$ cat src/rtl/prog_delay_timer.sv
// Programmable delay timer: counts a latched number of cycles after start
// and reports expiry as a held level, a single pulse or a periodic pulse.
module prog_delay_timer #(
    parameter int WIDTH = 8,
    parameter int EXP_W = 8
) (
    input  logic             clk,
    input  logic             rst,
    input  logic             start,
    input  logic             stop,
    input  logic [WIDTH-1:0] load_val,
    input  logic [1:0]       mode,
    output logic             busy,
    output logic             done,
    output logic             err,
    output logic [WIDTH-1:0] count,
    output logic [EXP_W-1:0] exp_cnt
);

    typedef enum logic [1:0] {
        S_IDLE,
        S_RUN,
        S_DONE
    } state_e;

    localparam logic [1:0]       M_LEVEL    = 2'b00;
    localparam logic [1:0]       M_PERIODIC = 2'b10;
    localparam logic [WIDTH-1:0] CNT_ONE    = WIDTH'(1);
    localparam logic [EXP_W-1:0] EXP_ONE    = EXP_W'(1);

    state_e           state_q;
    logic [WIDTH-1:0] load_q;
    logic [1:0]       mode_q;
    logic [WIDTH-1:0] count_q;
    logic [EXP_W-1:0] exp_cnt_q;
    logic [EXP_W-1:0] exp_cnt_d;
    logic             busy_q;
    logic             done_q;
    logic             err_q;

    logic accept;
    logic reject;
    logic expire;

    // stop always wins, so a start alongside it is neither accepted nor rejected
    assign accept    = start && !stop && (load_val != '0);
    assign reject    = start && !stop && (load_val == '0);
    assign expire    = (count_q == load_q - CNT_ONE);
    assign exp_cnt_d = (&exp_cnt_q) ? exp_cnt_q : exp_cnt_q + EXP_ONE;

    always_ff @(posedge clk or posedge rst) begin
        if (rst) begin
            state_q   <= S_IDLE;
            load_q    <= '0;
            mode_q    <= 2'b00;
            count_q   <= '0;
            exp_cnt_q <= '0;
            busy_q    <= 1'b0;
            done_q    <= 1'b0;
            err_q     <= 1'b0;
        end else begin
            err_q <= 1'b0;
            unique case (state_q)
                S_IDLE: begin
                    done_q <= 1'b0;
                    if (accept) begin
                        load_q    <= load_val;
                        mode_q    <= mode;
                        count_q   <= '0;
                        exp_cnt_q <= '0;
                        busy_q    <= 1'b1;
                        state_q   <= S_RUN;
                    end else if (reject) begin
                        err_q <= 1'b1;
                    end
                end
                S_RUN: begin
                    if (stop) begin
                        count_q <= '0;
                        busy_q  <= 1'b0;
                        done_q  <= 1'b0;
                        state_q <= S_IDLE;
                    end else if (expire) begin
                        count_q   <= '0;
                        exp_cnt_q <= exp_cnt_d;
                        done_q    <= 1'b1;
                        if (mode_q == M_LEVEL) begin
                            busy_q  <= 1'b0;
                            state_q <= S_DONE;
                        end else if (mode_q == M_PERIODIC) begin
                            busy_q  <= 1'b1;
                            state_q <= S_RUN;
                        end else begin
                            busy_q  <= 1'b0;
                            state_q <= S_IDLE;
                        end
                    end else begin
                        count_q <= count_q + CNT_ONE;
                        done_q  <= 1'b0;
                    end
                end
                S_DONE: begin
                    if (stop) begin
                        done_q  <= 1'b0;
                        state_q <= S_IDLE;
                    end else if (accept) begin
                        load_q    <= load_val;
                        mode_q    <= mode;
                        count_q   <= '0;
                        exp_cnt_q <= '0;
                        busy_q    <= 1'b1;
                        done_q    <= 1'b0;
                        state_q   <= S_RUN;
                    end else if (reject) begin
                        err_q <= 1'b1;
                    end
                end
                default: begin
                    count_q <= '0;
                    busy_q  <= 1'b0;
                    done_q  <= 1'b0;
                    state_q <= S_IDLE;
                end
            endcase
        end
    end

    assign busy    = busy_q;
    assign done    = done_q;
    assign err     = err_q;
    assign count   = count_q;
    assign exp_cnt = exp_cnt_q;

endmodule

$ cat config.mk
export PLATFORM = sky130hd
export DESIGN_NAME = prog_delay_timer
export DESIGN_NICKNAME = d
export VERILOG_FILES = /design/src/rtl/prog_delay_timer.sv
export SDC_FILE = /design/constraint.sdc
export NUM_CORES = 1
export LEC_CHECK = 0
export CAP_MARGIN = 30
export CORE_ASPECT_RATIO = 0.9
export CORE_MARGIN = 10
export CORE_UTILIZATION = 40
export CTS_BUF_LIST = sky130_fd_sc_hd__clkbuf_8
export DETAILED_ROUTE_END_ITERATION = 7
export SLEW_MARGIN = 20
export SYNTH_ARGS = -nofsm -noshare
export SYNTH_HDL_FRONTEND = slang
export SYNTH_SLANG_ARGS = --single-unit
$ cat constraint.sdc
create_clock -name clk -period 6.2 [get_ports clk]
set_input_delay 0.62 -clock clk [delete_from_list [all_inputs] [get_ports clk]]
set_output_delay 0.62 -clock clk [all_outputs]
set_load 0.005 [all_outputs]
==> impl_metrics.csv <==
group,metric,value,unit
clock_network,hold_buffers,0,
detailed_routing,wire_per_inst,16.59,um
detailed_routing,vias,1576,
placed_design,gp_congestion,0.8791,
pwr,vdd_drop_max,0.1598,mV
yosys,synth-seq-cells,31,
job,max_cap_violations,0,
detailed_routing,ant_nets,0,
yosys,synth_top_cell_by_area,"dfrtp_1",
yosys,synth-edff-count,0,
timing,timing.setup.tns,0,ns
timing,fin_crit_sh,0.4688,
yosys,avgSynthCellArea,9.793,um^2
clock_network,cts_tree,"built",
clock_network,cts_resized,0,
clock_network,root_buffer,"clkbuf_8",
pwr,seqPwrFrac,0.447,
worst_setup_path,required,6.40,ns
yosys,synth_seq_area_share,0.4282,
timing,setup_viol_count_final,0,
die,core,0.004403,mm^2
layout,nFillCells,408,
pwr,clkPwrFrac,0.249,
worst_setup_path,end_kind,"flop",
die,die-area,0.007625,mm^2
placed_design,io_buffer_count,32,
outcome,status,"complete, no violations",
yosys,synth_area,0.001812,mm^2
die,io_pins,33,
pwr,p_sw,0.0002227,W
timing,period_needed,2.906,ns
hold_path,min_path_type,"flop to flop",
global_routing,grt_first_pass_wirelength,8.114,mm
layout,drive_gt1_frac,0.1050,
clock_network,post-cts-setup-buffers,0,
detailed_routing,dr.pass1.iters,4,
yosys,synth_area_leaders,"dfrtp_1 43%, mux2_2 5.0%, nand2_1 4.1%, xnor2_1 2.9%, a21oi_1 2.8%",
worst_setup_path,worstPathArrival,3.10,ns
worst_setup_path,critPathMaxFanout,25,
die,die_x,90.94,um
die,die_h,83.85,um
layout,fin_cells,281,
placed_design,dpl.hpwl,3.435,mm
yosys,synth_top_area_share,0.4282,
pwr,internal-power,0.0004264,W
detailed_routing,drt-initial-drc-count,104,
timing,max_slew_margin,0.4927,
detailed_routing,drc_errors,0,
placed_design,preCtsSetupSlack,3.230,ns
global_routing,globalRouteTotalUtil,0.1279,
yosys,ys.flop_type,"dfrtp_1",
layout,diodes,0,
timing,setup_slack,3.294,ns
clock_network,clk_path_buf_depth,2,
detailed_routing,vias_per_cell,5.609,
pwr,sw_frac_of_total,0.3431,
yosys,yosysWarnings,0,
layout,syn_to_final_growth,24.03,%
clock_network,numCtsBuffers,5,
layout,final_common_cell,"clkdlybuf4s50_1",
worst_setup_path,start_kind,"flop",
die,start_util,0.4115,
placed_design,placed_cells,274,
global_routing,antenna_found_initial,0,
yosys,synth_cell_type_count,48,
layout,layout_common_cells,"32 x clkdlybuf4s50_1, 31 x dfrtp_1, 20 x nand2_1",
clock_network,clk_pin_slew,0.06,ns
yosys,synth_cells,185,
worst_setup_path,crit_type,"flop to flop",
timing,hold_viol_final,0,
pwr,power_leakage,0.8698,nW
pwr,power_frac_comb,0.305,
clock_network,htree_levels,2,
die,rows,23,
timing,max_freq,0.3441,GHz
pwr,power.density,288.9,mW/mm^2
clock_network,cts_sinks,31,
timing,fin_skew,0.004144,ns
global_routing,grt_overflow_total,0,
timing,worst-slew-pin-transition,0.7539,ns
clock_network,worstSkewPairLatency,0.28,ns
detailed_routing,routed_wl,4.662,mm
yosys,async_flop_share,1.000,
timing,rsz0062_at_grt,"false",
global_routing,grt_pass1_vias,1630,
layout,fin_nets,236,
yosys,syn_nets,202,
timing,drv_slew,0,
global_routing,grt_max_degree,32,
layer usage:
| metal | vias up | global-route usage | part of all wire |
|---|---|---|---|
| met5 | - | 0 | 0 |
| met4 | 0 | 0.04552 | 0.0079 |
| met3 | 4 | 0.03147 | 0.043 |
| met2 | 42 | 0.2035 | 0.47 |
| met1 | 770 | 0.1635 | 0.48 |
| li1 | 760 | - | - |
critical path: stages, from the launching register on:
cell and delay [ns]:
dfrtp_1 0.46, inv_1 0.09, ha_1 0.32, o21bai_1 0.21, a211oi_1 0.30, o21bai_1 0.11
a211o_1 0.55, or4_1 0.61, a21oi_1 0.18
stage by stage:
step	utilization	cell area (um^2)	hold WS [ns]	total power, W
finish	0.5104	2247	0.5312	0.0006492
global route	0.5104	2247	0.5528	0.0006971
CTS	0.5104	2247	0.5339	0.0006562
detailed placement	0.4905	2160	0.5160	0.0004928
global placement	0.4905	2160	0.5087	0.0004857
floorplan	-	1812	0.4941	0.0004288
path summary, 6_finish.rpt:
kind	startpoint	end	slack (ns)	cells past startpoint
min in group asynchronous	rst	count[1]$_DFFE_PP0P_	0.72	3
hold / removal	busy$_DFFE_PP0P_	busy$_DFFE_PP0P_	0.53	2
max in group asynchronous	rst	load_q[2]$_DFFE_PP0P_	5.19	3
setup reg to reg	load_q[0]$_DFFE_PP0P_	exp_cnt[4]$_DFFE_PP0P_	3.29	8
setup / recovery	load_q[0]$_DFFE_PP0P_	exp_cnt[4]$_DFFE_PP0P_	3.29	8
hold reg to reg	busy$_DFFE_PP0P_	busy$_DFFE_PP0P_	0.53	2
logic make-up after synthesis:
group,share of synthesized area
mux,0.06078
fa+ha+maj,0.02072
xor+xnor,0.04351
flops,0.4282
compound gates,0.1658
buf+inv,0.05525
simple gates,0.2258
Yosys cell counts (2+ instances only):
cell type  number
o311ai_0        5
o31ai_1         4
xnor2_1         6
mux2_2          8
a21oi_1        10
xor2_1          3
buf_2           2
o21bai_1        2
ha_1            3
nor3_1          6
nand2_1        20
or4_1           6
nor4_1          2
inv_1           8
dfrtp_1        31
and3_1          2
nand2b_1        4
clkbuf_8        3
o21a_1          3
nor2_1          8
mux2i_1         2
nand3_1         9
nand4_1         8
a41oi_1         2
a211oi_1        2
o21ai_0         4
power by group through the flow:
stage	clock network (W)	registers, W	logic [W]
after CTS	0.000166	0.000290	0.000200
after detailed placement	0	0.000294	0.000199
after global routing	0.000175	0.000297	0.000225
after floorplan	0	0.000278	0.000150
final	0.000161	0.000290	0.000198
after global placement	0	0.000293	0.000193
cell type report:
class                      count  area, um^2  share of cell area
tap                           62       77.57             0.03452
clock inverter                 1       5.005            0.002227
timing repair buffer          34       335.3              0.1492
clock buffer                   6       82.58             0.03675
inverter                       8       30.03             0.01336
sequential                    31       775.7              0.3452
multi-input combinational    139       940.9              0.4187
registers in the layout, summed over array words and instances, names as in the netlist:
signal   cells
count        8
exp_cnt      8
load_q       8
mode_q       2
state_q      2
busy         1
done         1
err          1
(Power assumes the default switching activity.)
